--- config.mk ---
export PLATFORM = sky130hd
export DESIGN_NAME = uart_transmit_cfg_flat
export DESIGN_NICKNAME = d
export VERILOG_FILES = /design/src/rtl/uart_pkg.sv /design/src/rtl/uart_transmit_cfg_if.sv /design/src/rtl/uart_tx_fifo.sv /design/src/rtl/uart_transmit_cfg.sv /design/src/flat_wrapper.sv
export SDC_FILE = /design/constraint.sdc
export NUM_CORES = 1
export LEC_CHECK = 0
export ABC_AREA = 1
export CAP_MARGIN = 40
export CORE_MARGIN = 1
export CORE_UTILIZATION = 45
export DETAILED_ROUTE_END_ITERATION = 10
export PLACE_DENSITY = 0.66
export SLEW_MARGIN = 20
export SYNTH_ARGS = -nofsm -noshare
export SYNTH_HDL_FRONTEND = slang
export SYNTH_HIERARCHICAL = 1
export SYNTH_SLANG_ARGS = --single-unit
--- constraint.sdc ---
create_clock -name clk_in -period 6.4 [get_ports clk_in]
set_input_delay 1.28 -clock clk_in [delete_from_list [all_inputs] [get_ports clk_in]]
set_output_delay 1.28 -clock clk_in [all_outputs]
set_load 0.01 [all_outputs]
--- src/rtl/uart_pkg.sv ---
// Shared types for the configurable UART transmitter: parity selection,
// FSM state names and a parity helper.
package uart_pkg;

    typedef enum logic [1:0] {
        PAR_NONE = 2'd0,
        PAR_EVEN = 2'd1,
        PAR_ODD  = 2'd2
    } parity_t;

    typedef enum logic [2:0] {
        TX_IDLE   = 3'd0,
        TX_START  = 3'd1,
        TX_DATA   = 3'd2,
        TX_PARITY = 3'd3,
        TX_STOP   = 3'd4
    } tx_state_t;

    // Parity of a zero-extended payload; unused upper bits must be zero.
    function automatic logic parity_bit(input logic [8:0] data, input parity_t mode);
        logic p;
        p = ^data;
        return (mode == PAR_ODD) ? ~p : p;
    endfunction

endpackage

--- src/rtl/uart_transmit_cfg_if.sv ---
// Word handshake between a producer and the UART transmitter.
interface uart_transmit_cfg_if #(
    parameter int unsigned DATA_BITS = 8
);
    logic [DATA_BITS-1:0] data_in;
    logic                 valid_in;
    logic                 ready_out;

    modport master (output data_in, output valid_in, input ready_out);
    modport slave  (input data_in, input valid_in, output ready_out);
endinterface

--- src/rtl/uart_tx_fifo.sv ---
// Show-ahead synchronous FIFO holding words waiting for transmission.
module uart_tx_fifo #(
    parameter  int unsigned WIDTH = 8,
    parameter  int unsigned DEPTH = 16,
    localparam int unsigned AW    = $clog2(DEPTH),
    localparam int unsigned CW    = $clog2(DEPTH + 1)
) (
    input  logic             clk_in,
    input  logic             rst_n_in,
    input  logic             push_in,
    input  logic [WIDTH-1:0] data_in,
    input  logic             pop_in,
    output logic [WIDTH-1:0] head_out,
    output logic [CW-1:0]    count_out
);
    logic [WIDTH-1:0] mem_q [DEPTH];
    logic [AW-1:0]    wr_q;
    logic [AW-1:0]    rd_q;
    logic [CW-1:0]    count_q;
    logic             do_push_c;
    logic             do_pop_c;

    // A push while full is accepted only when a pop frees the slot on the same edge.
    assign do_pop_c  = pop_in && (count_q != '0);
    assign do_push_c = push_in && ((count_q != CW'(DEPTH)) || do_pop_c);
    assign head_out  = mem_q[rd_q];
    assign count_out = count_q;

    // Storage array, written at the write pointer.
    always_ff @(posedge clk_in) begin
        if (do_push_c) begin
            mem_q[wr_q] <= data_in;
        end
    end

    // Pointers and occupancy; pointers wrap naturally since DEPTH is a power of two.
    always_ff @(posedge clk_in or negedge rst_n_in) begin
        if (!rst_n_in) begin
            wr_q    <= '0;
            rd_q    <= '0;
            count_q <= '0;
        end else begin
            if (do_push_c) wr_q <= wr_q + AW'(1);
            if (do_pop_c)  rd_q <= rd_q + AW'(1);
            case ({do_push_c, do_pop_c})
                2'b10:   count_q <= count_q + CW'(1);
                2'b01:   count_q <= count_q - CW'(1);
                default: count_q <= count_q;
            endcase
        end
    end

endmodule

--- src/rtl/uart_transmit_cfg.sv ---
// Configurable UART transmitter: start bit, LSB-first data, optional parity,
// one or two stop bits. Define UART_TX_FIFO_EN to buffer FIFO_DEPTH words;
// otherwise a single holding register is used.
module uart_transmit_cfg
    import uart_pkg::*;
#(
    parameter  int unsigned INPUT_CLOCK_FREQ = 100_000_000,
    parameter  int unsigned BAUD_RATE        = 460800,
    parameter  int unsigned DATA_BITS        = 8,
    parameter  parity_t     PARITY           = PAR_NONE,
    parameter  int unsigned STOP_BITS        = 1,
    parameter  int unsigned FIFO_DEPTH       = 16,
    localparam int unsigned CNT_W            = $clog2(FIFO_DEPTH + 1)
) (
    input  logic               clk_in,
    input  logic               rst_n_in,
    uart_transmit_cfg_if.slave bus,
    output logic [CNT_W-1:0]   count_out,
    output logic               busy_out,
    output logic               tx_wire_out
);
    localparam int unsigned BIT_PERIOD = INPUT_CLOCK_FREQ / BAUD_RATE;
    localparam int unsigned CW         = $clog2(BIT_PERIOD);
    localparam int unsigned BW         = $clog2(DATA_BITS);
    localparam int unsigned CNT_X      = CNT_W + 1;
    localparam bit          HAS_PAR    = (PARITY != PAR_NONE);

    localparam logic [2:0] S_IDLE   = TX_IDLE;
    localparam logic [2:0] S_START  = TX_START;
    localparam logic [2:0] S_DATA   = TX_DATA;
    localparam logic [2:0] S_PARITY = TX_PARITY;
    localparam logic [2:0] S_STOP   = TX_STOP;

    logic                 push_c;
    logic                 pop_c;
    logic [DATA_BITS-1:0] head_c;
    logic [CNT_W-1:0]     count_c;
    logic [CNT_X-1:0]     count_nxt_c;
    logic                 ready_q;

    logic [2:0]           state_q, state_d;
    logic [CW-1:0]        cnt_q, cnt_d;
    logic [BW-1:0]        idx_q, idx_d;
    logic                 stop_q, stop_d;
    logic [DATA_BITS-1:0] shift_q, shift_d;
    logic                 par_q, par_d;
    logic                 tx_q, tx_d;
    logic                 bit_end_c;
    logic                 load_c;

    assign push_c = bus.valid_in && ready_q;

`ifdef UART_TX_FIFO_EN
    localparam int unsigned CAP = FIFO_DEPTH;

    uart_tx_fifo #(
        .WIDTH (DATA_BITS),
        .DEPTH (FIFO_DEPTH)
    ) u_fifo (
        .clk_in    (clk_in),
        .rst_n_in  (rst_n_in),
        .push_in   (push_c),
        .data_in   (bus.data_in),
        .pop_in    (pop_c),
        .head_out  (head_c),
        .count_out (count_c)
    );
`else
    localparam int unsigned CAP = 1;

    logic [DATA_BITS-1:0] hold_q;
    logic                 hold_v_q;

    // Single-word holding register.
    always_ff @(posedge clk_in or negedge rst_n_in) begin
        if (!rst_n_in) begin
            hold_q   <= '0;
            hold_v_q <= 1'b0;
        end else begin
            if (push_c) hold_q <= bus.data_in;
            hold_v_q <= push_c | (hold_v_q & ~pop_c);
        end
    end

    assign head_c  = hold_q;
    assign count_c = CNT_W'(hold_v_q);
`endif

    assign count_nxt_c   = {1'b0, count_c} + CNT_X'(push_c) - CNT_X'(pop_c);
    assign bus.ready_out = ready_q;
    assign count_out     = count_c;
    assign busy_out      = (state_q != S_IDLE) || (count_c != '0);
    assign tx_wire_out   = tx_q;
    assign bit_end_c     = (cnt_q == CW'(BIT_PERIOD - 1));

    // Ready tracks the post-edge occupancy so it stays low through reset.
    always_ff @(posedge clk_in or negedge rst_n_in) begin
        if (!rst_n_in) begin
            ready_q <= 1'b0;
        end else begin
            ready_q <= (count_nxt_c < CNT_X'(CAP));
        end
    end

    // Frame sequencing: next state, bit timing, shift register and line value.
    always_comb begin
        state_d = state_q;
        cnt_d   = cnt_q;
        idx_d   = idx_q;
        stop_d  = stop_q;
        shift_d = shift_q;
        par_d   = par_q;
        tx_d    = tx_q;
        load_c  = 1'b0;
        pop_c   = 1'b0;

        if (state_q != S_IDLE) begin
            cnt_d = bit_end_c ? '0 : cnt_q + CW'(1);
        end

        case (state_q)
            S_IDLE: begin
                if (count_c != '0) load_c = 1'b1;
            end
            S_START: begin
                if (bit_end_c) begin
                    state_d = S_DATA;
                    tx_d    = shift_q[0];
                    shift_d = shift_q >> 1;
                    idx_d   = '0;
                end
            end
            S_DATA: begin
                if (bit_end_c) begin
                    if (idx_q == BW'(DATA_BITS - 1)) begin
                        if (HAS_PAR) begin
                            state_d = S_PARITY;
                            tx_d    = par_q;
                        end else begin
                            state_d = S_STOP;
                            tx_d    = 1'b1;
                            stop_d  = 1'b0;
                        end
                    end else begin
                        idx_d   = idx_q + BW'(1);
                        tx_d    = shift_q[0];
                        shift_d = shift_q >> 1;
                    end
                end
            end
            S_PARITY: begin
                if (bit_end_c) begin
                    state_d = S_STOP;
                    tx_d    = 1'b1;
                    stop_d  = 1'b0;
                end
            end
            S_STOP: begin
                if (bit_end_c) begin
                    if (stop_q == 1'(STOP_BITS - 1)) begin
                        if (count_c != '0) begin
                            load_c = 1'b1;
                        end else begin
                            state_d = S_IDLE;
                            tx_d    = 1'b1;
                        end
                    end else begin
                        stop_d = 1'b1;
                    end
                end
            end
            default: begin
                state_d = S_IDLE;
                tx_d    = 1'b1;
            end
        endcase

        // Pop the head word and drive the start bit on the same edge.
        if (load_c) begin
            state_d = S_START;
            tx_d    = 1'b0;
            pop_c   = 1'b1;
            cnt_d   = '0;
            shift_d = head_c;
            par_d   = parity_bit(9'(head_c), PARITY);
        end
    end

    // FSM and datapath registers; reset forces the line idle high.
    always_ff @(posedge clk_in or negedge rst_n_in) begin
        if (!rst_n_in) begin
            state_q <= S_IDLE;
            cnt_q   <= '0;
            idx_q   <= '0;
            stop_q  <= 1'b0;
            shift_q <= '0;
            par_q   <= 1'b0;
            tx_q    <= 1'b1;
        end else begin
            state_q <= state_d;
            cnt_q   <= cnt_d;
            idx_q   <= idx_d;
            stop_q  <= stop_d;
            shift_q <= shift_d;
            par_q   <= par_d;
            tx_q    <= tx_d;
        end
    end

endmodule
--- src/flat_wrapper.sv ---
// flat-port wrapper written by rule: the top's interface ports become plain ports
module uart_transmit_cfg_flat import uart_pkg::*;
#(
    parameter  int unsigned INPUT_CLOCK_FREQ = 100_000_000,
    parameter  int unsigned BAUD_RATE        = 460800,
    parameter  int unsigned DATA_BITS        = 8,
    parameter  parity_t     PARITY           = PAR_NONE,
    parameter  int unsigned STOP_BITS        = 1,
    parameter  int unsigned FIFO_DEPTH       = 16,
    localparam int unsigned CNT_W            = $clog2(FIFO_DEPTH + 1)
)
  (clk_in, rst_n_in, count_out, busy_out, tx_wire_out, bus_data_in, bus_valid_in, bus_ready_out);
  uart_transmit_cfg_if #(.DATA_BITS(DATA_BITS)) bus_i ();
  input  logic clk_in;
  input  logic rst_n_in;
  output logic [CNT_W-1:0] count_out;
  output logic busy_out;
  output logic tx_wire_out;
  input wire logic [$bits(bus_i.data_in)-1:0] bus_data_in;
  input wire logic [$bits(bus_i.valid_in)-1:0] bus_valid_in;
  output wire logic [$bits(bus_i.ready_out)-1:0] bus_ready_out;
  assign bus_i.data_in = bus_data_in;
  assign bus_i.valid_in = bus_valid_in;
  assign bus_ready_out = bus_i.ready_out;
  uart_transmit_cfg #(.INPUT_CLOCK_FREQ(INPUT_CLOCK_FREQ), .BAUD_RATE(BAUD_RATE), .DATA_BITS(DATA_BITS), .PARITY(PARITY), .STOP_BITS(STOP_BITS), .FIFO_DEPTH(FIFO_DEPTH)) u_core (.clk_in(clk_in), .rst_n_in(rst_n_in), .bus(bus_i), .count_out(count_out), .busy_out(busy_out), .tx_wire_out(tx_wire_out));
endmodule
==> summary.md, run 1 <==
| Metric | Value |
|---|---|
| Final ANT Viol Nets | 0 |
| Largest fanout on the critical path | 12 |
| Worst r2r src | u_core/cnt_q[0] |
| Worst setup path endpoint | busy_out |
| WL/cell | 10.4 um |
| RSZ-0062 raised after global routing | no |
| Worst Setup End Kind | output pin |
| Dpl cells | 291 |
| Top-area cell type share of the netlist area | 43.7% |
| Number of global-route vias before repair | 1,290 |
| Yosys warns | 6 |
| Final hold slack | 0.476 ns |
| Gate Count Post-Synth | 232 |
| Setup TNS | 0 ns |
| 1st-iter DRT viols | 42 |
| Max-Cap Viols | 0 |
| Final GP Congestion | 0.751 |
| Clock Tree Root | clkbuf_8 |
| Hold-fix buffers, CTS | 0 |
| Number of I/O port buffers | 14 |
| Commonest non-fill, non-tap cell in the layout | nand2_1 |
| FILL cells | 363 |
| Detailed-route DRC error count | 0 |
| Final Power | 0.884 mW |
| Synth area leaders | dfrtp_1, nand2_1, ha_1 |
| Commonest non-fill, non-tap cells in the layout | nand2_1, dfrtp_1, clkdlybuf4s50_1, inv_1, nand3_1 |
| Cell count of the worst reg-to-reg path | 13 |
| First-pass GRT wire length | 5650 um |
| Cell family with most CP delay | flip-flops |
| Fin worst setup slack | 3.34 ns |
| Mean area per synthesized cell | 7.90 um^2 |
| Leakage | 1.07 nW |
| Clk_lat worst skew | 0.29 ns |
| Via count | 1,395 |
| Clock Tree Buf Depth | 2 |
| CTS Buf Count | 5 |
| Clk sink count | 33 |
| HPWL Detailed | 2280 um |
| Part of the cycle the worst path needs | 47.8% |
| Largest net degree at the start of global routing | 34 |
| DIE AREA | 4330 um^2 |
| Fin. max-slew vios | 0 |
| Min Tclk post-route | 3.06 ns |
| Clock Skews | 0.00445 ns |
| PostCTS Resize Cnt | 0 |
| Buffers & Inverters on Critical Path | 1 |
| Global route overflow | 0 |
| Vias per std cell | 4.67 |
| Total track usage | 17.6% |
| Pre-CTS setup slack | 3.50 ns |
| Post-synthesis register bit count | 33 |
| Sequential fraction of the synthesis area | 45.2% |
| Fraction of layout cells with a size suffix above 1 | 13.5% |
| Chip Height | 65.8 um |
| Peak Freq | 0.327 GHz |
| Core Region | 3770 um^2 |
| Setup crit start kind | flip-flop |
| Finish-stage setup viols | 0 |
| Syn Std Cell Area | 1830 um^2 |
| Final Hold Fails | 0 |
| Clk pin slew, worst setup/hold paths | 0.06 ns |
| Finished Layout Cells | 299 |
| Worst path slowest cell | dfrtp_1 |
| Top-level I/O count | 19 |
| Drt pass-1 iters | 4 |
| Die span in x | 65.8 um |
| R2r endpoint | u_core/bus.ready_out |
| Number of setup buffers added after CTS | 0 |
| Rows | 22 |
| Dpl cell area | 1980 um^2 |
| Pwr/cell area | 428 nW/um^2 |
| H-tree depth | 2 |
| Critical path class | flip-flop to output pin |
| Required time worst endpoint | 5.12 ns |
| Status | finished, final reports clean |
| Initial antenna violation count | 0 |
| R2R setup slack | 4.11 ns |
| Area Growth Syn to Fin | 12.8% |
| Final WL | 3110 um |
| Post-route cell area | 2070 um^2 |
| Hold Path Class | flip-flop to flip-flop |
| Starting density of the core | 48.6% |
| Count of unique library cells instantiated by Yosys | 27 |
| Worst EP arrival | 1.78 ns |
| Post-synth top area cell | dfrtp_1 |
| Crit-path cells | nor2_2, nand2_2, clkdlybuf4s50_1 |
| Hold Path Depth | 2 |
| CP max stage delay | 0.63 ns |
| Peak VDD IR | 294 uV |
| Fin util | 54.8% |
| CTS tree | done |
| Critical Path Start | u_core/state_q[2] |
| Final net count | 268 |
| Crit. path cell count | 3 |
| Antenna Cells | 0 |
-- logic make-up after synthesis --
family | count (synthesis) | synth area share [%]
and+or+nand+nor | 145 | 35.0
xor gates and xnor gates | 4 | 1.91
DFF | 33 | 45.2
AOI/OAI and AO/OA | 14 | 4.99
other | 1 | 0.205
buffers and inverters | 28 | 7.99
adders and majority gates | 7 | 4.78
-- cell usage after synthesis (all sizes together) --
master	number
xor2	4
o211ai	1
a21oi	5
o21ai	8
nor3b	1
nand3	14
nor3	3
conb	1
ha	7
buf	8
inv	19
dfstp	1
nor2	17
or2	1
nand2	108
nand4	1
dfrtp	32
clkinv	1
-- metal layers --
| layer | vias to the layer above | wire length [um] | track usage (%) |
|---|---|---|---|
| met3 | 5 | 127 | 5.69 |
| met1 | 621 | 1530 | 22.5 |
| met2 | 25 | 1390 | 26.5 |
| met4 | 0 | 70 | 8.97 |
| met5 | - | 0 | 0 |
| li1 | 744 | - | - |
-- cell type report --
class | instances | area (um^2) | area share (%)
Multi-Input combinational cell | 175 | 873 | 42.3
Sequential cell | 33 | 827 | 40.0
Timing Repair Buffer | 15 | 148 | 7.15
Inverter | 20 | 75.1 | 3.63
Clock buffer | 6 | 72.6 | 3.51
Tap cell | 48 | 60.1 | 2.91
Clock inverter | 2 | 10.0 | 0.485
-- flip-flops by register name (all words and copies together) (netlist names) --
register,cells
u_core/bus.ready_out,1
u_core/cnt_q,8
u_core/hold_v_q,1
u_core/state_q,3
u_core/tx_wire_out,1
u_core/shift_q,8
u_core/idx_q,3
u_core/head_c,8
-- report_power, final --
group | switching, mW | total (mW) | internal [mW]
clock | 0.0741 | 0.149 | 0.0752
sequential | 0.0553 | 0.334 | 0.279
combinational | 0.249 | 0.401 | 0.152
total | 0.378 | 0.884 | 0.506
-- worst min-delay path by stage --
stage	slack (ns)	from	to
after detailed placement	0.47	u_core/tx_wire_out	u_core/tx_wire_out
after floorplan	0.44	u_core/shift_q[7]	u_core/shift_q[7]
after global placement	0.46	u_core/shift_q[7]	u_core/shift_q[7]
final	0.48	u_core/tx_wire_out	u_core/tx_wire_out
after global routing	0.50	u_core/idx_q[0]	u_core/idx_q[0]
after CTS	0.48	u_core/tx_wire_out	u_core/tx_wire_out
-- worst register-to-register path, cell delays in order, from the launching register on --
cell,delay [ns]
dfrtp_1,0.38
inv_1,0.12
ha_1,0.16
inv_1,0.03
nor2_1,0.12
nand2_2,0.15
nand2_4,0.14
nand2_4,0.13
ha_1,0.33
inv_1,0.06
ha_1,0.13
inv_1,0.04
ha_1,0.25
nor3b_1,0.13
(Power assumes the default switching activity.)
==> inputs of run 2 (changes only) <==
Clock period 6.4 ns to 2.9 ns, I/O delays scaled along.
==> run 2 against run 1 <==
Combinational power rose by 120%. Setup slack got worse by 2.8 ns. Sequential cell count unchanged. Critical path type unchanged. Sequential power grew 120%. Non-clock buffer count unchanged. Cell count unchanged. Via count up 1.1%. Power rose by 120%. Count of clock-buffer cells in the layout unchanged. Clock power increased by 120%.
==> summary.md, run 2 (synthesis gave the netlist of run 1 again) <==
| Metric | Value |
|---|---|
| Clk sink count | 33 (unchanged) |
| DIE AREA | 4330 um^2 (unchanged) |
| Die span in x | 65.8 um (unchanged) |
| Global route overflow | 0 (unchanged) |
| PostCTS Resize Cnt | 0 (unchanged) |
| WL/cell | 10.7 um (+2.5%) |
| Peak Freq | 0.418 GHz |
| Antenna Cells | 0 (unchanged) |
| Min Tclk post-route | 2.39 ns |
| Final WL | 3190 um (+2.5%) |
| Hold-fix buffers, CTS | 0 (unchanged) |
| Critical path class | flip-flop to output pin |
| Largest net degree at the start of global routing | 34 (unchanged) |
| Via count | 1,410 (+1.1%) |
| Worst EP arrival | 1.81 ns (+0.03 ns) |
| Number of I/O port buffers | 14 (unchanged) |
| M3 GR Usage | 5.69% (unchanged) |
| Dpl cells | 291 (unchanged) |
| Top-level I/O count | 19 (unchanged) |
| Clock Skews | 0.00445 ns (-0.00000447 ns) |
| Final Hold Fails | 0 (unchanged) |
| Register area | 827 um^2 (unchanged) |
| Final ANT Viol Nets | 0 (unchanged) |
| Part of the cycle the worst path needs | 82.5% |
| CP max stage delay | 0.65 ns (+0.02 ns) |
| First-pass GRT wire length | 5700 um (+0.85%) |
| FILL cells | 372 (+2.5%) |
| Peak VDD IR | 511 uV (+74%) |
| Pwr/cell area | 951 nW/um^2 (+120%) |
| Finished Layout Cells | 299 (unchanged) |
| HPWL Detailed | 2290 um (+0.52%) |
| RSZ-0062 raised after global routing | no |
| Number of setup buffers added after CTS | 0 (unchanged) |
| Initial antenna violation count | 0 (unchanged) |
| Required time worst endpoint | 2.32 ns (-2.80 ns) |
| Chip Height | 65.8 um (unchanged) |
| Max-Cap Viols | 0 (unchanged) |
| Vias per std cell | 4.72 (+1.1%) |
| CTS tree | done |
| Finish-stage setup viols | 0 (unchanged) |
| Crit-path cells | nor2_2, nand2_2, clkdlybuf4s50_1 |
| Starting density of the core | 48.6% (unchanged) |
| Setup crit start kind | flip-flop |
| Status | finished, final reports clean |
| R2R setup slack | 0.62 ns (-3.49 ns) |
| Clk_lat worst skew | 0.28 ns (about the same) |
| Core Region | 3770 um^2 (unchanged) |
| Detailed-route DRC error count | 0 (unchanged) |
| Final GP Congestion | 0.762 (+1.4%) |
| Met1 usage | 23.6% (+1.1 points) |
| Number of global-route vias before repair | 1,248 (-3.3%) |
| Hold Path Class | flip-flop to flip-flop |
| 1st-iter DRT viols | 36 (-14%) |
| Largest fanout on the critical path | 12 (unchanged) |
| Worst path slowest cell | dfrtp_1 |
| Clock Tree Buf Depth | 2 (unchanged) |
| Area Growth Syn to Fin | 12.8% (unchanged) |
| GR Layer Usage met2 | 26.4% (-0.13 points) |
| Setup TNS | 0 ns (unchanged) |
| Buffers & Inverters on Critical Path | 1 (unchanged) |
| Fin. max-slew vios | 0 (unchanged) |
| Footprint of the multi-input gates | 873 um^2 (unchanged) |
| Commonest non-fill, non-tap cell in the layout | nand2_1 |
| Drt pass-1 iters | 4 (unchanged) |
| CTS Buf Count | 5 (unchanged) |
| Commonest non-fill, non-tap cells in the layout | nand2_1, dfrtp_1, clkdlybuf4s50_1, inv_1, nand3_1 |
| Clock Tree Root | clkbuf_8 |
| Leakage | 1.07 nW (unchanged) |
| H-tree depth | 2 (unchanged) |
| Rows | 22 (unchanged) |
| Fraction of layout cells with a size suffix above 1 | 13.5% (unchanged) |
| Final net count | 268 (unchanged) |
| Total track usage | 17.6% (about the same) |
| Clk pin slew, worst setup/hold paths | 0.07 ns (about the same) |
| Worst Setup End Kind | output pin |
| Layer with the highest usage | met2 |
| Cell family with most CP delay | flip-flops |
run 2: cell counts in the layout (fill, tap and decap cells not counted):
No cell type changed its count.
run 2: per-layer routing:
metal / vias up / part of all wire, %
met3: 5 / 3.8
met5: - / 0
li1: 747 / -
met2: 24 / 44
met1: 634 / 50
met4: 0 / 1.6
run 2: metrics by stage:
stage | hold WS, ns | utilization [%] | power (mW) | setup slack, ns | cell area (um^2)
after floorplan | 0.284 | - | 1.46 | 0.741 | 1850
final | 0.472 | 54.8 | 1.96 | 0.509 | 2070
after CTS | 0.475 | 54.8 | 1.98 | 0.499 | 2070
after global routing | 0.488 | 54.8 | 2.15 | 0.398 | 2070
after detailed placement | 0.463 | 52.6 | 1.64 | 0.647 | 1980
after global placement | 0.459 | 52.6 | 1.63 | 0.682 | 1980
run 2: cell type report:
cell class              instances  share of cell area (%)
well taps                      48                    2.91
inverters                      20                    3.63
clock buffers                   6                    3.51
flip-flops and latches         33                    40.0
multi-input cells             175                    42.3
clock inverters                 2                   0.485
repair buffers                 15                    7.15
run 2: worst paths after layout:
check                           depth (start not counted)              endpoint               start
worst max-delay path                                    3              busy_out   u_core/state_q[2]
worst min-delay path                                    2    u_core/tx_wire_out  u_core/tx_wire_out
worst max register to register                         13  u_core/bus.ready_out     u_core/cnt_q[0]
worst min register to register                          2    u_core/tx_wire_out  u_core/tx_wire_out
max in group asynchronous                               2    u_core/tx_wire_out            rst_n_in
min in group asynchronous                               2     u_core/state_q[2]            rst_n_in
run 2: where the power goes:
part	total, mW	internal [mW]	switching [mW]
sequential	0.738	0.615	0.123
combinational	0.894	0.337	0.557
clock	0.333	0.166	0.167
run 2: tightest hold or removal path, delay by kind of cell (launching register included):
family | cells | cell delay, ns
AO/OA/AOI/OAI | 1 | 0.05
AND/OR/NAND/NOR | 1 | 0.05
flip-flops | 1 | 0.37
==> inputs of run 3 (changes only) <==
Clock period 2.9 ns to 2.5 ns, I/O delays scaled along.
==> run 3 against run 2 <==
Combinational power rose by 15%. Critical endpoint unchanged. Critical path type unchanged. Highest routed layer unchanged. Sequential share of layout area fell by 0.15 points. Register-to-register slack got worse by 0.39 ns. First-iteration DRC count rose by 140%. Routed wire length fell by 4.1%. Sequential cell count did not move.
==> summary.md, run 3 (synthesis gave the netlist of run 1 again) <==
| Metric | Value |
|---|---|
| Largest net degree at the start of global routing | 34 (unchanged) |
| Register area | 827 um^2 (unchanged) |
| Footprint of the multi-input gates | 873 um^2 (unchanged) |
| Crit-path cells | nor2_2, nand2_2, clkdlybuf4s50_1 |
| Cell count of the worst reg-to-reg path | 13 (unchanged) |
| Leakage | 1.07 nW (+0.50%) |
| DIE AREA | 4330 um^2 (unchanged) |
| Required time worst endpoint | 2.00 ns (-0.32 ns) |
| CP max stage delay | 0.66 ns (about the same) |
| Clock Skews | 0.00503 ns (+0.000580 ns) |
| HP Start | u_core/tx_wire_out |
| Hold Path Depth | 2 (unchanged) |
| FILL cells | 370 (-0.54%) |
| Core Region | 3770 um^2 (unchanged) |
| Setup crit start kind | flip-flop |
| Status | finished, final reports clean |
| R2r endpoint | u_core/bus.ready_out |
| Clock Tree Buf Depth | 2 (unchanged) |
| Max-Cap Viols | 0 (unchanged) |
| Vias per std cell | 4.69 (-0.62%) |
| CTS tree | done |
| CTS Buf Count | 5 (unchanged) |
| 1st-iter DRT viols | 87 (+140%) |
| Clk_lat worst skew | 0.28 ns (about the same) |
| WL/cell | 10.2 um (-4.5%) |
| Initial antenna violation count | 0 (unchanged) |
| Final net count | 269 (+0.37%) |
| Setup TNS | 0 ns (unchanged) |
| Buffers & Inverters on Critical Path | 1 (unchanged) |
| Top-level I/O count | 19 (unchanged) |
| Worst Setup End Kind | output pin |
| PostCTS Resize Cnt | 0 (unchanged) |
| R2R setup slack | 0.23 ns (-0.39 ns) |
| Final GP Congestion | 0.823 (+8.0%) |
| Hold Path Class | flip-flop to flip-flop |
| Pwr/cell area | 1090 nW/um^2 (+15%) |
| Finish-stage setup viols | 0 (unchanged) |
| Largest fanout on the critical path | 12 (unchanged) |
| Worst EP arrival | 1.82 ns (about the same) |
| Chip Height | 65.8 um (unchanged) |
| Fraction of layout cells with a size suffix above 1 | 13.9% (+0.34 points) |
| Cell family with most CP delay | flip-flops |
| Die span in x | 65.8 um (unchanged) |
| Peak VDD IR | 548 uV (+7.4%) |
| Area Growth Syn to Fin | 13.2% |
| Hold-fix buffers, CTS | 0 (unchanged) |
| Number of I/O port buffers | 14 (unchanged) |
| First-pass GRT wire length | 5470 um (-4.0%) |
| Worst-margin pin slew | 0.509 ns |
| Critical path class | flip-flop to output pin |
| Starting density of the core | 48.6% (unchanged) |
| Antenna Cells | 0 (unchanged) |
| Min Tclk post-route | 2.32 ns |
| Total track usage | 17.0% (-0.67 points) |
| Global route overflow | 0 (unchanged) |
| Final ANT Viol Nets | 0 (unchanged) |
| Commonest non-fill, non-tap cells in the layout | nand2_1, dfrtp_1, clkdlybuf4s50_1, inv_1, nand3_1 |
| Fin. max-slew vios | 0 (unchanged) |
| Fin worst setup slack | 0.175 ns (-0.333 ns) |
| Clock Tree Root | clkbuf_8 |
| Via count | 1,406 (-0.28%) |
| Number of setup buffers added after CTS | 0 (unchanged) |
| Rows | 22 (unchanged) |
| H-tree depth | 2 (unchanged) |
| Worst path slowest cell | dfrtp_1 |
| Peak Freq | 0.430 GHz |
| Commonest non-fill, non-tap cell in the layout | nand2_1 |
| HPWL Detailed | 2220 um (-3.1%) |
| Part of the cycle the worst path needs | 93.0% |
| Drt pass-1 iters | 4 (unchanged) |
| Clk sink count | 33 (unchanged) |
| Final WL | 3060 um (-4.1%) |
| Number of global-route vias before repair | 1,223 (-2.0%) |
| Rel. slew slack | 66.0% |
| Clk pin slew, worst setup/hold paths | 0.07 ns (about the same) |
| Detailed-route DRC error count | 0 (unchanged) |
| Final Hold Fails | 0 (unchanged) |
| RSZ-0062 raised after global routing | no |
| Worst r2r src | u_core/cnt_q[0] |
| Worst hold endpoint | u_core/tx_wire_out |
| Pre-CTS setup slack | 0.233 ns (-0.414 ns) |
[run 3: final cells by class]
class	count	share of cell area (%)
tap	48	2.90
clock inverter	2	0.483
clock buffer	6	3.50
multi-input combinational	175	42.1
timing repair buffer	16	7.48
inverter	20	3.62
sequential	33	39.9
[run 3: how the worst max path moves through the flow]
stage | from | endpoint | slack [ns] | depth (start not counted)
5_1_grt | u_core/cnt_q[0] | u_core/bus.ready_out | 0.07 | 13
3_5_place_dp | u_core/cnt_q[0] | u_core/bus.ready_out | 0.23 | 13
2_1_floorplan | u_core/cnt_q[0] | u_core/bus.ready_out | 0.34 | 14
3_3_place_gp | u_core/cnt_q[0] | u_core/bus.ready_out | 0.28 | 13
4_1_cts | u_core/state_q[2] | busy_out | 0.17 | 3
6_report | u_core/state_q[2] | busy_out | 0.18 | 3
[run 3: per-stage QoR]
| stage | utilization [%] | total power, mW | instances | hold slack (ns) | cell area (um^2) |
|---|---|---|---|---|---|
| after global placement | 52.8 | 1.90 | 292 | 0.458 | 1990 |
| after global routing | 55.0 | 2.49 | 300 | 0.498 | 2070 |
| after detailed placement | 52.8 | 1.91 | 292 | 0.469 | 1990 |
| final | 55.0 | 2.27 | 300 | 0.482 | 2070 |
| after CTS | 55.0 | 2.30 | 300 | 0.486 | 2070 |
| after floorplan | - | 1.69 | 236 | 0.204 | 1850 |
[run 3: worst reg2reg max path, cell delays in order, from the launching register on]
cell and delay [ns]:
dfrtp_1 0.38, inv_1 0.12, ha_1 0.17, inv_1 0.04, nor2_1 0.11, nand2_2 0.15
nand2_4 0.14, nand2_4 0.13, ha_1 0.31, inv_1 0.06, ha_1 0.13, inv_1 0.04
ha_1 0.25, nor3b_1 0.13
[run 3: power breakdown]
group / internal [mW] / switching (mW)
combinational: 0.394 / 0.638
sequential: 0.713 / 0.140
clock: 0.193 / 0.189
total: 1.30 / 0.967
[run 3: layer usage]
layer,track usage [%],routed length (um),up-vias
li1,-,-,747
met1,22.9,1500,627
met5,0,0,-
met3,4.66,115,4
met4,7.34,44,0
met2,25.4,1400,28
